[src/rtl/laser_shot_pkg.sv]
// laser_shot_pkg
// Definitions shared by the display path: colour codes driven to the colour
// mixer and the screen/ship geometry that the spaceship block and the laser
// block must agree on.
package laser_shot_pkg;

    typedef enum logic [2:0] {
        BACKGROUND = 3'd0,
        SPACESHIP  = 3'd1,
        ALIENS0    = 3'd2,
        ALIENS1    = 3'd3,
        ALIENS2    = 3'd4,
        ALIENS3    = 3'd5,
        LASER      = 3'd6,
        NONE       = 3'd7
    } color_t;

    localparam int SCREEN_WIDTH  = 640;
    localparam int SCREEN_HEIGHT = 480;
    localparam int SHIP_HEIGHT   = 30;
    localparam int V_OFFSET      = 10;

endpackage

[src/rtl/laser_shot_rise_detect.sv]
// rise_detect
// One-flop rising-edge detector.
// Ports:
//   clk   - clock
//   reset - asynchronous, active-high; clears the history flop
//   d     - level input (already synchronous to clk)
//   rise  - high for the cycle in which d is 1 and was 0 on the previous clock
module rise_detect (
    input  logic clk,
    input  logic reset,
    input  logic d,
    output logic rise
);

    logic d_q;

    always_ff @(posedge clk or posedge reset) begin
        if (reset) begin
            d_q <= 1'b0;
        end else begin
            d_q <= d;
        end
    end

    // History clears to 0, so a level already high at reset release counts
    // as an edge on the first clock.
    assign rise = d & ~d_q;

endmodule

[src/rtl/laser_shot.sv]
// laser_shot
// Player laser: launches one bolt from just above the ship's nose on a fire
// press, moves it up once per frame, ends it at the top of the screen or on a
// hit, then holds off re-fire for a few frames. Paints the bolt as LASER.
// Ports:
//   clk         - system/pixel clock
//   reset       - asynchronous, active-high
//   fire        - fire button level; rising edge requests a shot
//   hit         - one-cycle collision pulse from the alien block
//   gunPosition - ship centre x, captured at launch
//   hPos, vPos  - current pixel coordinates
//   active      - bolt in flight
//   laserX      - bolt centre x (held after the bolt ends)
//   laserY      - bolt top y (held after the bolt ends)
//   color       - LASER on a bolt pixel, otherwise BACKGROUND
module laser_shot
    import laser_shot_pkg::*;
#(
    parameter int SCREEN_WIDTH    = laser_shot_pkg::SCREEN_WIDTH,
    parameter int SCREEN_HEIGHT   = laser_shot_pkg::SCREEN_HEIGHT,
    parameter int SHIP_HEIGHT     = laser_shot_pkg::SHIP_HEIGHT,
    parameter int V_OFFSET        = laser_shot_pkg::V_OFFSET,
    parameter int LASER_WIDTH     = 4,
    parameter int LASER_HEIGHT    = 12,
    parameter int LASER_STEP      = 8,
    parameter int COOLDOWN_FRAMES = 4
) (
    input  logic       clk,
    input  logic       reset,
    input  logic       fire,
    input  logic       hit,
    input  logic [9:0] gunPosition,
    input  logic [9:0] hPos,
    input  logic [9:0] vPos,
    output logic       active,
    output logic [9:0] laserX,
    output logic [9:0] laserY,
    output logic [2:0] color
);

    // state    | meaning
    // IDLE     | no bolt; a fire edge launches one
    // FLYING   | bolt in flight, moves up each frame tick
    // COOLDOWN | bolt ended; counting frames before re-fire is allowed
    typedef enum logic [1:0] {
        IDLE     = 2'd0,
        FLYING   = 2'd1,
        COOLDOWN = 2'd2
    } state_t;

    localparam logic [9:0]  LAUNCH_Y = 10'(SCREEN_HEIGHT - V_OFFSET - SHIP_HEIGHT - LASER_HEIGHT);
    localparam logic [9:0]  STEP     = 10'(LASER_STEP);
    localparam logic [7:0]  CD_LAST  = 8'(COOLDOWN_FRAMES - 1);
    localparam logic [10:0] HALF_W   = 11'(LASER_WIDTH / 2);
    localparam logic [10:0] HEIGHT   = 11'(LASER_HEIGHT);

    if (SCREEN_WIDTH > 1024 || SCREEN_HEIGHT > 1023 || (LASER_WIDTH % 2) != 0
        || COOLDOWN_FRAMES < 1 || COOLDOWN_FRAMES > 256) begin : g_bad_params
        $error("laser_shot: unsupported parameter set");
    end

    state_t     state, state_n;
    logic [9:0] laser_x_n, laser_y_n;
    logic [7:0] cd_cnt, cd_cnt_n;
    logic       fire_edge;
    logic       frame_tick;
    logic       vblank;

    assign vblank = (vPos >= 10'(SCREEN_HEIGHT));

    rise_detect u_fire_edge (
        .clk   (clk),
        .reset (reset),
        .d     (fire),
        .rise  (fire_edge)
    );

    rise_detect u_frame_tick (
        .clk   (clk),
        .reset (reset),
        .d     (vblank),
        .rise  (frame_tick)
    );

    always_ff @(posedge clk or posedge reset) begin
        if (reset) begin
            state  <= IDLE;
            laserX <= '0;
            laserY <= '0;
            cd_cnt <= '0;
        end else begin
            state  <= state_n;
            laserX <= laser_x_n;
            laserY <= laser_y_n;
            cd_cnt <= cd_cnt_n;
        end
    end

    always_comb begin
        state_n   = state;
        laser_x_n = laserX;
        laser_y_n = laserY;
        cd_cnt_n  = cd_cnt;
        case (state)
            IDLE: begin
                // A frame tick on the launch cycle is deliberately ignored.
                if (fire_edge) begin
                    state_n   = FLYING;
                    laser_x_n = gunPosition;
                    laser_y_n = LAUNCH_Y;
                end
            end
            FLYING: begin
                if (hit) begin
                    state_n  = COOLDOWN;
                    cd_cnt_n = '0;
                end else if (frame_tick) begin
                    if (laserY < STEP) begin
                        state_n  = COOLDOWN;
                        cd_cnt_n = '0;
                    end else begin
                        laser_y_n = laserY - STEP;
                    end
                end
            end
            COOLDOWN: begin
                if (frame_tick) begin
                    if (cd_cnt == CD_LAST) begin
                        state_n  = IDLE;
                        cd_cnt_n = '0;
                    end else begin
                        cd_cnt_n = cd_cnt + 8'd1;
                    end
                end
            end
            default: begin
                state_n = IDLE;
            end
        endcase
    end

    // Derived from the state flop so reset clears it asynchronously.
    assign active = (state == FLYING);

    // Bounds rearranged to additions in 11 bits so nothing can wrap:
    //   laserX - W/2 <= hPos  <=>  laserX <= hPos + W/2
    //   hPos <= laserX + W/2 - 1  <=>  hPos < laserX + W/2
    logic [10:0] h11, v11, x11, y11;
    logic        in_x, in_y;

    always_comb begin
        h11   = {1'b0, hPos};
        v11   = {1'b0, vPos};
        x11   = {1'b0, laserX};
        y11   = {1'b0, laserY};
        in_x  = (x11 <= h11 + HALF_W) && (h11 < x11 + HALF_W);
        in_y  = (y11 <= v11) && (v11 < y11 + HEIGHT);
        color = (active && in_x && in_y) ? LASER : BACKGROUND;
    end

endmodule

[config.mk]
export PLATFORM = sky130hd
export DESIGN_NAME = laser_shot
export DESIGN_NICKNAME = d
export VERILOG_FILES = /design/src/rtl/laser_shot_pkg.sv /design/src/rtl/laser_shot_rise_detect.sv /design/src/rtl/laser_shot.sv
export SDC_FILE = /design/constraint.sdc
export NUM_CORES = 1
export LEC_CHECK = 0
export BUFFER_PORTS_ARGS = -buffer_cell sky130_fd_sc_hd__buf_2
export CORE_MARGIN = 3
export CORE_UTILIZATION = 50
export DETAILED_ROUTE_END_ITERATION = 10
export HOLD_SLACK_MARGIN = 0.08
export PLACE_DENSITY = 0.85
export SETUP_SLACK_MARGIN = 0.15
export SLEW_MARGIN = 0
export SYNTH_ARGS = -nofsm -noshare
export SYNTH_HDL_FRONTEND = slang
export SYNTH_HIERARCHICAL = 1
export SYNTH_SLANG_ARGS = --single-unit
[constraint.sdc]
create_clock -name clk -period 2.6 [get_ports clk]
set_input_delay 0.13 -clock clk [delete_from_list [all_inputs] [get_ports clk]]
set_output_delay 0.13 -clock clk [all_outputs]
set_load 0.02 [all_outputs]
==> metrics list <==
* Number of H-tree levels: 2
- Violated checks: negative setup slack
- Vias per inst: between 5 and 6
- Syn avg cell area: approximately 9 µm²
- After detailed routing, the average wire length per cell comes to between 15 and 20 µm.
- Met2 wire len: between 3000 and 4000 µm
* Status: finished, violations left
- Post-DP HPWL: between 5000 and 6000 µm
- Data on the critical path is required at its endpoint by around 2.5 ns.
- Portion of the clock cycle consumed by the worst path in the final layout: 106%
* Count of yosys warnings during synthesis: 6
- Total of fill cells in the finished design: approximately 400
- Pre-antenna DRT Iters: 4
- Sinks on Clock Net: 30
- The routed design could run at a clock period as short as 2.76 ns.
- The cell area that synthesis handed to floorplanning was about 0.0027 mm².
- Highest layer used for signal routing: met4
- The analysis attributes to cell leakage a power of around 1.7 nW.
- Peak supply drop: 0.351 mV
* Top cell type by total area after synthesis: sky130_fd_sc_hd__dfrtp_1
* Standard cell area after detailed placement: 0.00315 mm²
- At the pin with the least slew margin, the transition time is between 0.7 and 0.8 ns.
- Most frequent cells in the layout: sky130_fd_sc_hd__buf_2 (52), sky130_fd_sc_hd__ha_1 (40), sky130_fd_sc_hd__dfrtp_1 (24)
- Clock insertion delay at the later pin of the skew report: 0.29 ns
- Hold wc startpoint: gunPosition[2]
- Post-route total power: 0.00198 W
- Fraction of synthesis flops using an asynchronous set or reset pin: 100%
- Die width: 79.5 µm
* First-pass GRT wire length: ~11000 µm
* Count of unresolved DRC violations after routing: 0
- In this run the worst path has a maximum fanout of 4.
- Power spread over the standard cell area amounts to 572 mW/mm².
* Synthesized instance count: a little under 300
* Cell at the root of the clock tree: sky130_fd_sc_hd__clkbuf_8
- The worst setup path is of the reg -> out kind.
* Count of final hold-check violations: 0
* Max-cap viol count: 0
- Pre-CTS worst setup slack: between 0.01 and 0.015 ns
- Measured along the y axis, the die boundary spans about 80 µm.
- The endpoint identified for the worst register-to-register timing path is cd_cnt[3].
- TritonCTS built the clock tree.
- Footprint of the multi-input gates: ~0.0019 mm²
- Global routing used between 20% and 30% of the available tracks across all layers.
* Fin. max-slew vios: 0
- The worst setup path is launched from a flip-flop.
- The core region is 0.00517 mm².
* Critical path data arrival time: roughly 2.6 ns
- Number of global-route vias before repair: 2474
- Following the worst setup path forward leads to its endpoint at color[2].
- Registers take ~760 µm².
- CP endpoint kind: output pin
- Reg2Reg Launch Point: laserY[7]
- The routed design has 6730 µm of wire.
- Maximum number of pins on one net before global-route repair: 29
- The floorplan step defined a die boundary enclosing about 0.0063 mm².
- Synth-to-Final Area Change: 27.9%
- Proportion of netlist area held by the largest area contributor: between 20% and 30%
- Counting cells, the worst reg-to-reg path comes to 6.
- Wire segments on met3 add up to between 300 and 400 µm in the final route.
- Clock-pin slew was measured on the worst setup and hold paths at about 0.07 ns.
- The library cell used most frequently in the layout, excluding fill and tap cells, is sky130_fd_sc_hd__buf_2.
* Number of inserted diodes: 0
- Number of port buffers: 54
* Post-synth EDFFs: 0
- Number of nets with antenna violations after detailed routing: 0
- Setup violations remaining at the end of the flow were counted as 2.
* Count of pins on the block boundary: 58
- FF-to-FF setup slack: ~0.4 ns
* Start point of the critical path: laserX[2]
* Deepest clock path buffer count: 2
* Relative slew slack: between 50% and 60%
- For this block, the initial DRC count from the detailed router was around 110.
- Type of the worst min-delay path: in -> reg
- Overall overflow remaining after global route: 0
- Leading cell types by total area after synthesis: sky130_fd_sc_hd__dfrtp_1 (28%), sky130_fd_sc_hd__ha_1 (19%), sky130_fd_sc_hd__xnor2_1 (3.9%)
* Effective utilization at floorplan: approximately 52%
* Unrepaired setup endpoints after global routing: yes
* Post-layout worst setup margin: -0.155 ns
- Synthesis inferred 30 register bits.
- Primary flip-flop cell chosen by synthesis mapping: sky130_fd_sc_hd__dfrtp_1
- The clock arrives with 0.00876 ns of skew.
- The netlist uses 56 different library cells.
* Antenna violations before repair: 0
* Placer's final routability congestion estimate: 0.886
- Maximum frequency from static timing analysis: 0.363 GHz
* Setup tns final: -0.309 ns
* Layout cell share with drive strength beyond 1: a little under a third
* Share of the yosys chip area belonging to registers: 27.8%
- Total clock buffers created by CTS: 5
- The detailed router put a total of 2920 µm of wire on met1.
- Via count: 2452
- After routing the design area is approximately 0.0035 mm².
- The floorplan has 26 rows.
* Post-route worst hold slack: a little under 0.08 ns
* # nets final: 452
[state kept, by name, indices dropped and copies added, names as in the netlist]
register / flops
u_frame_tick/d_q: 1
state: 2
cd_cnt: 8
u_fire_edge/d_q: 1
laserY: 8
laserX: 10
[logic make-up (layout without fill, tap and decap cells)]
family                   count (synthesis)  after routing  share of synthesized area [%]
AO/OA/AOI/OAI                           58             58                           14.8
XOR/XNOR                                23             23                           7.46
adder cells (fa/ha/maj)                 42             42                           19.5
buffers and inverters                   34            115                           5.93
flip-flops                              30             30                           27.8
multiplexers                             9              9                           3.71
other                                    1              3                          0.139
AND/OR/NAND/NOR                         97             97                           20.8
[cell type report]
cell class	count	share of cell area (%)
Timing Repair Buffer	84	15.2
Clock inverter	3	1.16
Tap cell	70	2.54
Clock buffer	5	1.99
Inverter	23	2.50
Sequential cell	30	21.9
Multi-Input combinational cell	232	54.7
[report_power, final]
| group | leakage, nW | total, W | switching, W | internal (W) |
|---|---|---|---|---|
| Combinational | 1.27 | 0.000809 | 0.000435 | 0.000373 |
| Clock | 0.0579 | 0.000471 | 0.000189 | 0.000282 |
| Sequential | 0.351 | 0.000696 | 0.000133 | 0.000563 |
| Total | 1.68 | 0.00198 | 0.000758 | 0.00122 |
[stage by stage]
step / util, % / instances
floorplan: - / 296
detailed placement: 60.8 / 423
global placement: 60.8 / 423
CTS: 66.5 / 447
finish: 66.8 / 447
global route: 66.8 / 447
[synthesized netlist by cell type, types with 6 or more instances]
master	number
sky130_fd_sc_hd__dfrtp_1	30
sky130_fd_sc_hd__ha_1	42
sky130_fd_sc_hd__xnor2_1	12
sky130_fd_sc_hd__nand3_1	15
sky130_fd_sc_hd__nor2_1	15
sky130_fd_sc_hd__mux2_2	8
sky130_fd_sc_hd__nand2_1	18
sky130_fd_sc_hd__xor2_1	11
sky130_fd_sc_hd__inv_1	23
sky130_fd_sc_hd__o21ai_0	13
sky130_fd_sc_hd__a21oi_1	14
sky130_fd_sc_hd__a21o_1	6
sky130_fd_sc_hd__and3_1	10
[worst min path at each step]
stage / end / slack [ns] / cells past startpoint
floorplan: u_fire_edge/d_q / -0.14 / 1
global placement: u_fire_edge/d_q / -0.01 / 2
detailed placement: u_frame_tick/d_q / -0.009 / 2
CTS: laserX[2] / 0.09 / 2
global route: laserX[2] / 0.08 / 2
finish: laserX[2] / 0.08 / 2
[what timing repair did]
item                                   4_1_cts  5_1_grt
buffers inserted                             6        0
hold buffers                                10        0
setup endpoints to repair                    2        2
resized for setup                           10        3
pin swaps                                    8        0
endpoints found under the hold margin       39        0
[worst max-delay path: stages (launching register included)]
cell and delay [ns]:
sky130_fd_sc_hd__dfrtp_2 0.45, sky130_fd_sc_hd__ha_4 0.17, sky130_fd_sc_hd__and3_4 0.19, sky130_fd_sc_hd__xnor2_2 0.13, sky130_fd_sc_hd__ha_1 0.29, sky130_fd_sc_hd__a21o_1 0.16
sky130_fd_sc_hd__a221o_1 0.31, sky130_fd_sc_hd__a31oi_1 0.20, sky130_fd_sc_hd__nor3_2 0.09, sky130_fd_sc_hd__nor4_4 0.17, sky130_fd_sc_hd__buf_4 0.18
[metal layers]
metal | up-vias | GRT usage, %
li1 | 1218 | -
met1 | 1146 | 27.4
met2 | 70 | 39.1
met3 | 18 | 4.06
met4 | 0 | 7.04
met5 | - | 0
(Power assumes the default switching activity.)
